[src/rtl/uart_rx_cfg_if.sv]
// uart_rx_cfg_if: serial line and decoded configuration word bundle.
interface uart_rx_cfg_if;
  logic        uart_rx;
  logic [19:0] rx_data;
  logic        rx_valid;
  logic        rx_err;
  logic        busy;
  modport master (input uart_rx, output rx_data, rx_valid, rx_err, busy);
  modport slave  (output uart_rx, input rx_data, rx_valid, rx_err, busy);
endinterface

[src/rtl/uart_rx_cfg.sv]
// uart_rx_cfg: 8N1 receiver that decodes sync-headed 4-byte frames into 20-bit config words.
module uart_rx_cfg #(
  parameter int         CLKS_PER_BIT = 434,
  parameter int         TIMEOUT_BITS = 20,
  parameter logic [7:0] SYNC_BYTE    = 8'h5A
) (
  input logic           clk,
  input logic           rst,
  uart_rx_cfg_if.master bus
);
  localparam int CW = $clog2(CLKS_PER_BIT);
  localparam int TO = TIMEOUT_BITS * CLKS_PER_BIT;
  localparam int TW = $clog2(TO + 1);
  localparam logic [CW-1:0] C_LAST = CW'(CLKS_PER_BIT - 1);
  localparam logic [CW-1:0] C_HALF = CW'(CLKS_PER_BIT / 2 - 1);
  localparam logic [TW-1:0] T_LAST = TW'(TO - 1);
  typedef enum logic [1:0] {IDLE, START, DATA, STOP} eng_t;
  typedef enum logic [1:0] {WAIT_SYNC, B0, B1, B2} frm_t;
  eng_t          r_eng;
  frm_t          r_frm;
  logic          r_s1, r_s2, r_prev, r_armed;
  logic [CW-1:0] r_cnt;
  logic [2:0]    r_bit;
  logic [7:0]    r_sh;
  logic [15:0]   r_d;
  logic [TW-1:0] r_tcnt;
  logic [19:0]   r_data;
  logic          r_valid, r_err, r_busy;
  logic          w_fall, w_start, w_stop, w_ok, w_ferr, w_tout;
  assign w_fall  = r_prev & ~r_s2;
  assign w_start = r_eng == IDLE && r_armed && w_fall;
  // stop-bit decision is consumed by the frame FSM on the same edge it is sampled
  assign w_stop  = r_eng == STOP && r_cnt == C_LAST;
  assign w_ok    = w_stop & r_s2;
  assign w_ferr  = w_stop & ~r_s2;
  assign w_tout  = r_frm != WAIT_SYNC && r_eng == IDLE && r_tcnt == T_LAST;
  always_ff @(posedge clk) begin
    if (rst) begin
      {r_s1, r_s2, r_prev, r_armed} <= 4'hF;
      r_eng <= IDLE;
      r_cnt <= '0;
      r_bit <= '0;
      r_sh  <= '0;
    end else begin
      r_s1   <= bus.uart_rx;
      r_s2   <= r_s1;
      r_prev <= r_s2;
      case (r_eng)
        IDLE: begin
          if (r_s2) r_armed <= 1'b1;
          if (w_start) begin
            r_eng <= START;
            r_cnt <= '0;
          end
        end
        START: if (r_cnt == C_HALF) begin
          r_cnt <= '0;
          r_bit <= '0;
          r_eng <= r_s2 ? IDLE : DATA;
        end else r_cnt <= r_cnt + 1'b1;
        DATA: if (r_cnt == C_LAST) begin
          r_cnt <= '0;
          r_sh  <= {r_s2, r_sh[7:1]};
          r_bit <= r_bit + 1'b1;
          if (r_bit == 3'd7) r_eng <= STOP;
        end else r_cnt <= r_cnt + 1'b1;
        STOP: if (w_stop) begin
          r_cnt   <= '0;
          r_eng   <= IDLE;
          r_armed <= 1'b0;
        end else r_cnt <= r_cnt + 1'b1;
      endcase
    end
  end
  always_ff @(posedge clk) begin
    if (rst) begin
      r_frm   <= WAIT_SYNC;
      r_d     <= '0;
      r_tcnt  <= '0;
      r_data  <= '0;
      r_valid <= 1'b0;
      r_err   <= 1'b0;
      r_busy  <= 1'b0;
    end else begin
      r_valid <= 1'b0;
      r_err   <= 1'b0;
      if (w_tout) begin
        r_err  <= 1'b1;
        r_busy <= 1'b0;
        r_frm  <= WAIT_SYNC;
        r_tcnt <= '0;
      end else begin
        if (w_start) r_tcnt <= '0;
        else if (r_frm != WAIT_SYNC && r_eng == IDLE) r_tcnt <= r_tcnt + 1'b1;
        case (r_frm)
          WAIT_SYNC: if (w_ok && r_sh == SYNC_BYTE) begin
            r_frm  <= B0;
            r_busy <= 1'b1;
          end
          B0: if (w_ok) begin
            r_d[7:0] <= r_sh;
            r_frm    <= B1;
          end
          B1: if (w_ok) begin
            r_d[15:8] <= r_sh;
            r_frm     <= B2;
          end
          B2: if (w_ok) begin
            r_frm  <= WAIT_SYNC;
            r_busy <= 1'b0;
            if (r_sh[7:4] == 4'h0) begin
              r_data  <= {r_sh[3:0], r_d};
              r_valid <= 1'b1;
            end else r_err <= 1'b1;
          end
        endcase
        if (w_ferr && r_frm != WAIT_SYNC) begin
          r_err  <= 1'b1;
          r_busy <= 1'b0;
          r_frm  <= WAIT_SYNC;
        end
      end
    end
  end
  assign bus.rx_data  = r_data;
  assign bus.rx_valid = r_valid;
  assign bus.rx_err   = r_err;
  assign bus.busy     = r_busy;
endmodule

[src/flat_wrapper.sv]
// flat-port wrapper written by rule: the top's interface ports become plain ports
module uart_rx_cfg_flat 
#(
  parameter int         CLKS_PER_BIT = 434,
  parameter int         TIMEOUT_BITS = 20,
  parameter logic [7:0] SYNC_BYTE    = 8'h5A
)
  (clk, rst, bus_uart_rx, bus_rx_data, bus_rx_valid, bus_rx_err, bus_busy);
  uart_rx_cfg_if bus_i ();
  input logic clk;
  input logic rst;
  input wire logic [$bits(bus_i.uart_rx)-1:0] bus_uart_rx;
  output wire logic [$bits(bus_i.rx_data)-1:0] bus_rx_data;
  output wire logic [$bits(bus_i.rx_valid)-1:0] bus_rx_valid;
  output wire logic [$bits(bus_i.rx_err)-1:0] bus_rx_err;
  output wire logic [$bits(bus_i.busy)-1:0] bus_busy;
  assign bus_i.uart_rx = bus_uart_rx;
  assign bus_rx_data = bus_i.rx_data;
  assign bus_rx_valid = bus_i.rx_valid;
  assign bus_rx_err = bus_i.rx_err;
  assign bus_busy = bus_i.busy;
  uart_rx_cfg #(.CLKS_PER_BIT(CLKS_PER_BIT), .TIMEOUT_BITS(TIMEOUT_BITS), .SYNC_BYTE(SYNC_BYTE)) u_core (.clk(clk), .rst(rst), .bus(bus_i));
endmodule
[config.mk]
export PLATFORM = sky130hd
export DESIGN_NAME = uart_rx_cfg_flat
export DESIGN_NICKNAME = d
export VERILOG_FILES = /design/src/rtl/uart_rx_cfg_if.sv /design/src/rtl/uart_rx_cfg.sv /design/src/flat_wrapper.sv
export SDC_FILE = /design/constraint.sdc
export NUM_CORES = 1
export LEC_CHECK = 0
export CAP_MARGIN = 5
export CELL_PAD_IN_SITES_DETAIL_PLACEMENT = 0
export CELL_PAD_IN_SITES_GLOBAL_PLACEMENT = 1
export CORE_MARGIN = 2
export CORE_UTILIZATION = 45
export CTS_CLUSTER_DIAMETER = 60
export DETAILED_ROUTE_END_ITERATION = 10
export DONT_BUFFER_PORTS = 1
export PLACE_DENSITY_LB_ADDON = 0.1
export REMOVE_ABC_BUFFERS = 1
export SYNTH_ARGS = -nofsm -noshare
export SYNTH_HDL_FRONTEND = slang
export SYNTH_SLANG_ARGS = --single-unit
[constraint.sdc]
create_clock -name clk -period 6.1 [get_ports clk]
set_clock_uncertainty 0.05 [all_clocks]
set_input_delay 0.61 -clock clk [delete_from_list [all_inputs] [get_ports clk]]
set_output_delay 0.61 -clock clk [all_outputs]
set_load 0.005 [all_outputs]
==> Yosys cells after proc, flatten, opt, wreduce, memory -nomap -nowiden <==
Index checks and enable logic that the tools add are counted.
{ "classes": {"muxes": 32, "bitwise": 7, "eq_ne": 21, "reduce_logical": 26, "n_addsub": 3} }
{ "ops": {"columns": ["operator", "n"], "rows": [
  ["2-to-1 mux 9 bit", 4],
  ["case mux 9 bit (4 select lines)", 1],
  ["2-to-1 mux 2 bit", 10],
  ["inequality test 2 x 1 -> 1 bit, second input constant", 10],
  ["case mux 2 bit (4 select lines)", 2],
  ["AND reduction 3 bit", 5],
  ["adder 14 x 1 -> 14 bit, second input constant", 1],
  ["== test 14 bit, second input constant", 1],
  ["2-to-1 mux 1 bit", 10],
  ["adder 9 x 1 -> 9 bit, second input constant", 1],
  ["== test 9 x 8 -> 1 bit, second input constant", 1],
  ["== test 9 bit, second input constant", 1],
  ["== test 2 bit, second input constant", 4],
  ["== test 8 x 7 -> 1 bit, second input constant", 1],
  ["AND reduction 4 bit", 2],
  ["nonzero test 2 bit", 4],
  ["logical AND 1 bit", 7],
  ["2-to-1 mux 3 bit", 2],
  ["case mux 3 bit (2 select lines)", 1],
  ["OR reduction 3 bit", 2],
  ["AND reduction 5 bit", 1],
  ["== test 2 x 1 -> 1 bit, second input constant", 2],
  ["logical NOT 2 bit", 2],
  ["logical NOT 4 bit", 1],
  ["other kinds (7)", 13]
]} }
{ "word_totals": {"reg_bits": 81, "in_bits": 3, "wordCells": 105, "output_inout_bits": 23} }

==> Depth between registers and ports, before layout <==
{ "depth": {"word_depth": 7, "ltp_mapped": 9, "depth_no_buf": 7} }

==> Worst setup path after synthesis <==
OpenSTA, ideal clock, no wires.
{ "synth_path": {"path_type": "register -> register", "startpoint": "register u_core.r_frm[0]", "endpoint": "register u_core.r_tcnt[13]", "setup_slack_ns": 4.140, "required_ns": 5.933, "setup_time_ns": 0.117, "t_arrival_ns": 1.794, "path_stages_with_launch": 9, "n_path_buf": 1, "period_less_slack_ns": 1.960, "path_cell_list": "dfxtp_1 -> inv_1 -> ha_1 -> or3_1 -> clkbuf_1 -> nor3_2 -> and3_1 -> xnor2_1 -> nor2_1"} }
{ "synth_between": {"elab_chain_cells": 4} }
{ "synth_rtl": {"columns": ["item", "line", "source"], "rows": [
  ["start: declaration", "uart_rx_cfg.sv:20", "frm_t r_frm;"],
  ["start signal: assignment", "uart_rx_cfg.sv:77", "r_frm <= WAIT_SYNC;"],
  ["start signal: assignment", "uart_rx_cfg.sv:90", "r_frm <= WAIT_SYNC;"],
  ["start signal: assignment", "uart_rx_cfg.sv:97", "r_frm <= B0;"],
  ["nonzero test 2 bit *", "uart_rx_cfg.sv:36, uart_rx_cfg.sv:94", null],
  ["logical AND 1 bit *", "uart_rx_cfg.sv:36, uart_rx_cfg.sv:94", null],
  ["logical AND 1 bit", "uart_rx_cfg.sv:36", "assign w_tout = r_frm != WAIT_SYNC && r_eng == IDLE && r_tcnt == T_LAST;"],
  ["OR reduction 3 bit (no source line)", null, null],
  ["end signal: assignment", "uart_rx_cfg.sv:94", "else if (r_frm != WAIT_SYNC && r_eng == IDLE) r_tcnt <= r_tcnt + 1'b1;"],
  ["end: declaration", "uart_rx_cfg.sv:26", "logic [TW-1:0] r_tcnt;"]
]} }
Mark *: on every way between the ends. The rest lies on a longest branch, timed or not.
A chain may end at the register's enable or synchronous reset.

==> Worst setup path in the final report <==
{ "layout_path": {"startpoint": "register u_core.r_cnt[2]", "endpoint": "register u_core.r_data[8], in the netlist u_core.bus.rx_data[8]"} }
{ "layout_between": {"elab_chain_cells": 4} }
{ "layout_rtl": {"columns": ["item", "line", "source"], "rows": [
  ["start: declaration", "uart_rx_cfg.sv:22", "logic [CW-1:0] r_cnt;"],
  ["start signal: assignment", "uart_rx_cfg.sv:60", "end else r_cnt <= r_cnt + 1'b1;"],
  ["start signal: assignment", "uart_rx_cfg.sv:66", "end else r_cnt <= r_cnt + 1'b1;"],
  ["start signal: assignment", "uart_rx_cfg.sv:71", "end else r_cnt <= r_cnt + 1'b1;"],
  ["== test 9 bit", "uart_rx_cfg.sv:33", "assign w_stop = r_eng == STOP && r_cnt == C_LAST;"],
  ["logical AND 1 bit", "uart_rx_cfg.sv:33", null],
  ["bitwise AND 1 bit", "uart_rx_cfg.sv:34", "assign w_ok = w_stop & r_s2;"],
  ["AND reduction 4 bit (no source line)", null, null],
  ["end signal: assignment", "uart_rx_cfg.sv:112", "r_data <= {r_sh[3:0], r_d};"],
  ["end: declaration", "uart_rx_cfg.sv:27", "logic [19:0] r_data;"]
]} }
No other way between the ends.

==> impl_metrics.json <==
{
  "synth-edff-count": 0,
  "report.power.total_uw": 998,
  "post_synth_most_frequent_cells": "dfxtp_1 (81), nand2_1 (80), a21oi_1 (49)",
  "combinational_power_share_pct": 1.3,
  "number_of_antenna_cells_inserted": 0,
  "cell_types_occupying_the_most_area_after_synthesis": "dfxtp_1 (47%), nand2_1 (8.7%), a21oi_1 (7.1%)",
  "crit_path_end_kind": "register",
  "dp_hpwl_um": 4670,
  "rsz_0062_raised_after_global_routing": "false",
  "power.clock.fraction_pct": 45.4,
  "max-vdd-ir-drop_mv": 0.126,
  "row_count": 31,
  "dominantRegCellSynth": "dfxtp_1",
  "worst-path-buf-inv": 0,
  "critPathSlowestCell": "nand4_1",
  "drt_wl_cell_um": 14.1,
  "root_buffer": "clkbuf_8",
  "worst_path_required_ns": 6.28,
  "final_net_count": 419,
  "static-leakage-power_nw": 1.23,
  "cts_tree": "built",
  "drc": 0,
  "via_count_of_the_first_global_routing_pass": 2586,
  "h-tree-depth": 3,
  "gpl.final_weighted_congestion": 0.803,
  "cp_top_family": "simple AND/OR/NAND/NOR gates",
  "hp-class": "input port to register",
  "timing.final.setup_violations": 0,
  "initial_utilization_pct": 47.2,
  "cts-hold-fix-buffers": 0,
  "grt.total_usage_pct": 18.5,
  "worstSkewPairLatency_ns": 0.36,
  "timing.critical_path.slowest_cell_delay_ns": 0.79,
  "slew_headroom_pct": 38.5,
  "switching_share_of_power_pct": 21.6,
  "ys_ff_latch": 81,
  "hold_violation_total_from_the_final_report": 0,
  "coreArea_um2": 7330,
  "path_cells": "or4b_4, nor4_2, nand4_1, nand2_1, a21oi_1",
  "slew_violations": 0,
  "setup_total_negative_slack_ns": 0,
  "timing.setup.critical_path_class": "register to register",
  "synth_most_common_cell": "dfxtp_1",
  "clock_tree.buffer_depth": 2,
  "post_cts_resized": 0,
  "layout_worst_path_cycle_share_pct": 44.0,
  "chipHeight_um": 91.7,
  "die_area_um2": 8410,
  "syn_avg_cell_area_um2": 8.36,
  "yosys.cell_types.count": 48,
  "routed_wirelength_um": 7170,
  "synth_async_sr_flop_share_pct": 0,
  "grt_pass1_wl_um": 12600,
  "register_to_register_path_setup_slack_ns": 3.41,
  "dpl.cell_count": 494,
  "synth_top_cell_by_area": "dfxtp_1",
  "critPathArrivalTime_ns": 2.87,
  "cts_made_buffers": 9,
  "tightestPinTransition_ns": 0.920,
  "drive_above_1_share_pct": 8.03,
  "postCtsSetupBuffers": 0,
  "timing.max_cap.violations": 0,
  "die_width_um": 91.7,
  "first_pass_drt_iterations": 4,
  "cellPowerDensity_nw_per_um2": 266,
  "grt_max_degree": 65,
  "worst_setup_hold_path_clk_slew_ns": 0.09,
  "finalWorstPathRequiredPeriod_ns": 2.69,
  "synth_warnings": 0,
  "detail_route.iter0.violations": 92,
  "globalRouteOverflowTotal": 0,
  "ys_seq_area_share_pct": 46.9,
  "internal_power_uw": 782,
  "area_growth_syn_to_layout_pct": 8.61,
  "worst-path-max-fanout": 20,
  "antenna_found_initial": 0,
  "cts.sinks": 81,
  "instances_no_fill": 510,
  "final_antenna_net_count": 0,
  "drt-vias-per-instance": 5.34,
  "numPortBuffers": 0,
  "design.portCount": 26,
  "power.share.sequential_pct": 53.3,
  "synth_cells": 414,
  "run_status": "finished, final reports clean",
  "switching_power_uw": 216,
  "num_vias": 2722,
  "worst_setup_path_start_kind": "register",
  "synth_top_area_share_pct": 46.9,
  "syn_area_um2": 3460,
  "max_frequency_mhz": 372
}
## routing by layer
| layer | share of wire [%] | track usage (%) | vias to the layer above |
|---|---|---|---|
| li1 | - | - | 1418 |
| met1 | 52 | 27.0 | 1260 |
| met2 | 43 | 26.8 | 36 |
| met3 | 3.1 | 3.70 | 8 |
| met4 | 1.4 | 7.20 | 0 |
| met5 | 0 | 0 | - |
## flip-flops by register name (all words and copies together) (netlist names), named ones only
name and count:
u_core.r_frm 2, u_core.r_armed 1, u_core.r_tcnt 14, u_core.bus.rx_valid 1, u_core.r_s2 1, u_core.r_eng 1, u_core.r_cnt 9, u_core.bus.rx_data 20
u_core.r_sh 8, u_core.r_d 16, u_core.bus.busy 1, u_core.r_prev 1, u_core.bus.rx_err 1, u_core.r_bit 3, u_core.r_s1 1
## logic make-up (layout without fill, tap and decap cells)
logic type      after synthesis  in the layout  share of synthesized area [%]
simple gates                195            195                           27.1
flops                        81             81                           46.9
compound gates               76             76                           12.8
buf+inv                      29             26                           3.40
xor+xnor                     13             13                           3.29
fa+ha+maj                    10             10                           3.62
mux                          10             10                           2.89
## worst reg2reg max path, delay by kind of cell (launching register included)
family	cells	cell delay, ns
AOI/OAI and AO/OA	1	0.09
DFF	1	0.37
and+or+nand+nor	4	2.06
## worst paths after layout
kind | start | to | cells past startpoint
worst max-delay path | u_core.r_cnt[2] | u_core.bus.rx_data[8] | 5
worst min-delay path | rst | u_core.bus.rx_data[2] | 1
worst max register to register | u_core.r_cnt[2] | u_core.bus.rx_data[8] | 5
worst min register to register | u_core.r_s1 | u_core.r_s2 | 1
## cell type report
| class | count | area (µm²) |
|---|---|---|
| tap | 99 | 124 |
| inverter | 8 | 30.0 |
| clock buffer | 10 | 138 |
| sequential | 81 | 1620 |
| fill | 704 | 3570 |
| multi-input combinational | 304 | 1730 |
| clock inverter | 6 | 97.6 |
| timing repair buffer | 2 | 15.0 |
## stage by stage
step | area [µm²] | hold WS [ns] | util [%] | setup slack [ns]
2_1_floorplan | 3370 | 0.339 | - | 3.32
3_3_place_gp | 3520 | 0.342 | 48.0 | 3.47
3_5_place_dp | 3520 | 0.348 | 48.0 | 3.43
4_1_cts | 3760 | 0.244 | 51.3 | 3.41
5_1_grt | 3760 | 0.239 | 51.3 | 3.02
6_report | 3760 | 0.258 | 51.3 | 3.41
## power groups by stage
stage / Clock, mW / Sequential [mW] / Combinational [mW]
2_1_floorplan: 0 / 0.544 / 0.00994
3_3_place_gp: 0 / 0.544 / 0.0130
3_5_place_dp: 0 / 0.544 / 0.0130
4_1_cts: 0.468 / 0.532 / 0.0131
5_1_grt: 0.493 / 0.532 / 0.0144
6_report: 0.454 / 0.532 / 0.0130
## layout by cell type (no fill, tap or decap), types with 3 or more instances in the layout
cell type   n
nor3_1      7
or2_2       5
nand2b_1    3
clkbuf_8   10
dfxtp_1    81
inv_1       8
nand3_1    26
o21ai_0     9
a21oi_1    49
nor3_2      3
nand4_1     7
xnor2_1     6
a31oi_1     4
and3_1      4
xor2_1      7
mux2i_1    10
ha_1       10
nor2_1     38
nand2_1    80
nand4b_1    3
Note: power is estimated with default switching activity, not from simulation.
